### src/rtl/alu_arbiter.sv
// Two-requester front end for one shared combinational ALU: a round-robin arbiter feeding
// a registered IDLE/EXEC/RESP sequencer. Only one operation is in flight at a time.
module alu_arbiter #(
  parameter int OPERAND_WIDTH = 16
) (
  input  logic                     clk,
  input  logic                     rst_n,

  input  logic                     req0_valid,
  output logic                     req0_ready,
  input  logic [4:0]               req0_opcode,
  input  logic [1:0]               req0_funct,
  input  logic [OPERAND_WIDTH-1:0] req0_a,
  input  logic [OPERAND_WIDTH-1:0] req0_b,

  input  logic                     req1_valid,
  output logic                     req1_ready,
  input  logic [4:0]               req1_opcode,
  input  logic [1:0]               req1_funct,
  input  logic [OPERAND_WIDTH-1:0] req1_a,
  input  logic [OPERAND_WIDTH-1:0] req1_b,

  output logic                     rsp0_valid,
  input  logic                     rsp0_ready,
  output logic [OPERAND_WIDTH-1:0] rsp0_data,

  output logic                     rsp1_valid,
  input  logic                     rsp1_ready,
  output logic [OPERAND_WIDTH-1:0] rsp1_data,

  output logic [4:0]               alu_opcode,
  output logic [1:0]               alu_funct,
  output logic [OPERAND_WIDTH-1:0] alu_a,
  output logic [OPERAND_WIDTH-1:0] alu_b,
  input  logic [OPERAND_WIDTH-1:0] alu_out
);

  typedef enum logic [1:0] {
    IDLE = 2'd0,
    EXEC = 2'd1,
    RESP = 2'd2
  } state_t;

  state_t                     state, state_nxt;
  logic                       last_grant;
  logic                       grant_sel;
  logic                       grant_id;
  logic                       accept;
  logic                       rsp_done;
  logic [4:0]                 opcode_q;
  logic [1:0]                 funct_q;
  logic [OPERAND_WIDTH-1:0]   a_q;
  logic [OPERAND_WIDTH-1:0]   b_q;
  logic [OPERAND_WIDTH-1:0]   result_q;

  // Round-robin: a lone requester always wins; under contention the one not served last wins.
  always_comb begin
    if (req0_valid && req1_valid) begin
      grant_sel = ~last_grant;
    end else begin
      grant_sel = req1_valid;
    end
  end

  // NOTE: every signal written here gets a default first, so no path leaves one unassigned
  // and no latch is inferred.
  always_comb begin
    state_nxt = state;
    accept    = 1'b0;
    rsp_done  = 1'b0;
    case (state)
      IDLE: begin
        if (req0_valid || req1_valid) begin
          accept    = 1'b1;
          state_nxt = EXEC;
        end
      end
      EXEC: begin
        state_nxt = RESP;
      end
      RESP: begin
        rsp_done = grant_id ? rsp1_ready : rsp0_ready;
        if (rsp_done) begin
          state_nxt = IDLE;
        end
      end
      default: begin
        state_nxt = IDLE;
      end
    endcase
  end

  assign req0_ready = accept & ~grant_sel;
  assign req1_ready = accept &  grant_sel;

  assign rsp0_valid = (state == RESP) & ~grant_id;
  assign rsp1_valid = (state == RESP) &  grant_id;
  assign rsp0_data  = result_q;
  assign rsp1_data  = result_q;

  // The ALU sees only captured values, so requesters cannot disturb an operation in flight.
  assign alu_opcode = opcode_q;
  assign alu_funct  = funct_q;
  assign alu_a      = a_q;
  assign alu_b      = b_q;

  // NOTE: sequential state uses non-blocking assignments so every register samples
  // pre-edge values regardless of block ordering.
  always_ff @(posedge clk or negedge rst_n) begin
    if (!rst_n) begin
      state <= IDLE;
    end else begin
      state <= state_nxt;
    end
  end

  // Requester 1 counts as last served out of reset, so requester 0 wins the first contest.
  always_ff @(posedge clk or negedge rst_n) begin
    if (!rst_n) begin
      last_grant <= 1'b1;
    end else if (accept) begin
      last_grant <= grant_sel;
    end
  end

  // NOTE: these are plain registers, not a memory array, so each one is reset explicitly;
  // outputs derived from them are zero during and right after reset.
  always_ff @(posedge clk or negedge rst_n) begin
    if (!rst_n) begin
      grant_id <= 1'b0;
      opcode_q <= '0;
      funct_q  <= '0;
      a_q      <= '0;
      b_q      <= '0;
    end else if (accept) begin
      grant_id <= grant_sel;
      opcode_q <= grant_sel ? req1_opcode : req0_opcode;
      funct_q  <= grant_sel ? req1_funct  : req0_funct;
      a_q      <= grant_sel ? req1_a      : req0_a;
      b_q      <= grant_sel ? req1_b      : req0_b;
    end
  end

  always_ff @(posedge clk or negedge rst_n) begin
    if (!rst_n) begin
      result_q <= '0;
    end else if (state == EXEC) begin
      result_q <= alu_out;
    end
  end

endmodule

### config.mk
export PLATFORM = sky130hd
export DESIGN_NAME = alu_arbiter
export DESIGN_NICKNAME = d
export VERILOG_FILES = /design/src/rtl/alu_arbiter.sv
export SDC_FILE = /design/constraint.sdc
export NUM_CORES = 1
export LEC_CHECK = 0
export BUFFER_PORTS_ARGS = -buffer_cell sky130_fd_sc_hd__buf_2
export CAP_MARGIN = 10
export CORE_MARGIN = 1
export CORE_UTILIZATION = 38
export CTS_CLUSTER_DIAMETER = 150
export DETAILED_ROUTE_END_ITERATION = 8
export PLACE_DENSITY = 0.87
export RECOVER_POWER = 25
export SLEW_MARGIN = 5
export SYNTH_ARGS = -nofsm -noshare
export SYNTH_HDL_FRONTEND = slang
export SYNTH_SLANG_ARGS = --single-unit
### constraint.sdc
create_clock -name clk -period 1.5 [get_ports clk]
set_clock_uncertainty 0.05 [all_clocks]
set_input_delay 0 -clock clk [delete_from_list [all_inputs] [get_ports clk]]
set_output_delay 0 -clock clk [all_outputs]
set_load 0.02 [all_outputs]
==> impl_metrics.tcl <==
set metrics [dict create \
    grt_pass1_wl_um 15400 \
    pwr-share-comb 0.546 \
    clock_path_buffers 2 \
    maxCapViolations 0 \
    mostFrequentLayoutCell "buf_2" \
    critical_path_class "reg2reg" \
    cts_root_buffer "clkbuf_8" \
    ir_drop_v 0.00121 \
    design_area_um2 4980 \
    fp.dieH_um 86.1 \
    die_w_um 86.1 \
    io_pins 175 \
    finalPower_mw 10.3 \
    pwr-share-clk 0.172 \
    endpoint_kind "register" \
    hold_violations 0 \
    status "complete, but fails checks" \
    post_synth_num_cell_types 18 \
    grt_max_degree 60 \
    fin_setup_tns_ns -0.486 \
    fin_crit_ns 1.55 \
    slew_viol_final 0 \
    dpl_worst_slack_ns 0.00941 \
    drive_gt1_frac 0.485 \
    grt_overflow 0 \
    place_congestion 0.731 \
    cts_sinks 59 \
    ys_seq_area_frac 0.550 \
    crit_fanout 13 \
    dp.cells 452 \
    detail_route.wl_per_cell_um 18.1 \
    dp_hpwl_um 4860 \
    min_path_type "in2reg" \
    max_freq_mhz 645 \
    ant_nets 0 \
    syn_area_per_cell_um2 12.9 \
    netlist_instances 208 \
    ff2ff_setup_slack_ns -0.05 \
    h-tree-depth 3 \
    period_share 1.03 \
    cts_buffers 9 \
    yosysWarnings 0 \
    dr.pass1.iters 4 \
    synth_area_um2 2690 \
    maxSlewHeadroom 0.471 \
    layout.cells.non_filler 577 \
    nNetsFinal 575 \
    seqPwrFrac 0.282 \
    grt_pass1_vias 3146 \
    cts_tree "yes" \
    die-area_um2 7410 \
    initialDrtViolationCount 95 \
    ys_ff_latch 59 \
    dr_total_vias 2970 \
    tightest_slew_ns 0.793 \
    setup_viol 26 \
    finalWirelength_um 10400 \
    leakagePower_nw 2.45 \
    antenna_found_initial 1 \
    cp.arrival_ns 1.71 \
    syn_nets 308 \
    clk_pin_slew_worst_paths_ns 0.07 \
    netSwitchingPower_mw 4.09 \
    switching_share 0.398 \
    crit_required_ns 1.66 \
    portBuffers 174 \
    viasPerCell 5.15 \
    place_area_um2 3570 \
    insertion_delay_ns 0.32 \
    initial_utilization 0.395 \
    grt_usage 0.276 \
    rsz0062_at_grt "true" \
    startpoint_type "register" \
    core.rowCount 30 \
    core-area_um2 6790 \
    p_int_mw 6.19 \
    area_growth_pct 85.4 \
    layout_common_cells "172 x buf_2, 98 x dlygate4sd3_1, 58 x dfrtp_1" \
    setup_ws_ns -0.0514 \
    power_density_nw_per_um2 2060 \
    drc 0 \
    failed_checks "negative setup slack" \
]
-- per-layer routing --
| layer | GRT usage | wire length (µm) |
|---|---|---|
| met1 | 0.289 | 3820 |
| met2 | 0.488 | 5300 |
| met3 | 0.0654 | 753 |
| met4 | 0.188 | 548 |
| met5 | 0 | 0 |
-- critical path: stages (launching register included) --
cell       delay [ns]
dfstp_2          0.54
nand2_1          0.06
nand3_2          0.10
inv_4            0.06
bufbuf_16        0.28
a221o_1          0.35
-- through the flow --
stage                      util  hold slack (ns)
after floorplan               -           -0.346
after global placement    0.526          -0.0243
after detailed placement  0.526          -0.0218
after CTS                 0.722           0.0471
after global routing      0.733            0.155
final                     0.733            0.142
-- synth_stat cells --
library cell	n	area, µm²
a221o_1	39	390
and3_1	1	6.26
buf_2	11	55.1
buf_4	16	120
buf_6	5	56.3
clkbuf_1	4	15.0
dfrtp_1	58	1450
dfstp_2	1	26.3
inv_1	2	7.51
mux2_2	17	191
nand2_1	2	7.51
nand2b_1	2	12.5
nand3_1	1	5.00
nor2_1	5	18.8
o21a_1	39	293
o21ai_0	3	15.0
or2_1	1	6.26
or2b_1	1	7.51
-- final timing paths --
path | from | end | cells past startpoint
min in group asynchronous | rst_n | alu_b[11] | 3
min | req0_valid | state[0] | 4
max reg2reg | last_grant | alu_b[15] | 5
max | last_grant | alu_b[15] | 5
min reg2reg | last_grant | last_grant | 2
max in group asynchronous | rst_n | alu_b[2] | 3
-- cell type report --
type / count / area [µm²]
repair buffers: 292 / 2150
inverters: 2 / 10.0
well taps: 96 / 120
clock inverters: 5 / 100
multi-input cells: 111 / 976
fillers: 442 / 1820
clock buffers: 11 / 141
diodes: 1 / 2.50
flip-flops and latches: 59 / 1480
-- what timing repair did --
action,CTS,global route
hold buffers,98,0
resized for setup,7,3
setup buffers,3,2
endpoints found under the hold margin,116,0
pin swaps,1,11
cloned,2,3
setup endpoints to repair,2,41
-- sequential cells by signal, summed over array words and instances (netlist names) --
register	cells
alu_opcode	5
grant_id	1
alu_funct	2
alu_b	16
last_grant	1
state	2
rsp0_data	16
alu_a	16
-- cells by family after synthesis --
| logic type | after synthesis | share of synthesized area |
|---|---|---|
| AO/OA/AOI/OAI | 81 | 0.260 |
| buffers and inverters | 38 | 0.0946 |
| flip-flops | 59 | 0.550 |
| multiplexers | 17 | 0.0713 |
| AND/OR/NAND/NOR | 13 | 0.0238 |
-- power by group through the flow --
| stage | sequential [mW] | combinational, mW | clock [mW] |
|---|---|---|---|
| finish | 2.89 | 5.62 | 1.77 |
| global route | 2.98 | 5.97 | 1.88 |
| CTS | 2.86 | 5.22 | 1.80 |
| detailed placement | 2.87 | 4.79 | 0 |
| floorplan | 3.75 | 2.66 | 0 |
| global placement | 2.85 | 4.66 | 0 |
Note: power is estimated with default switching activity, not from simulation.
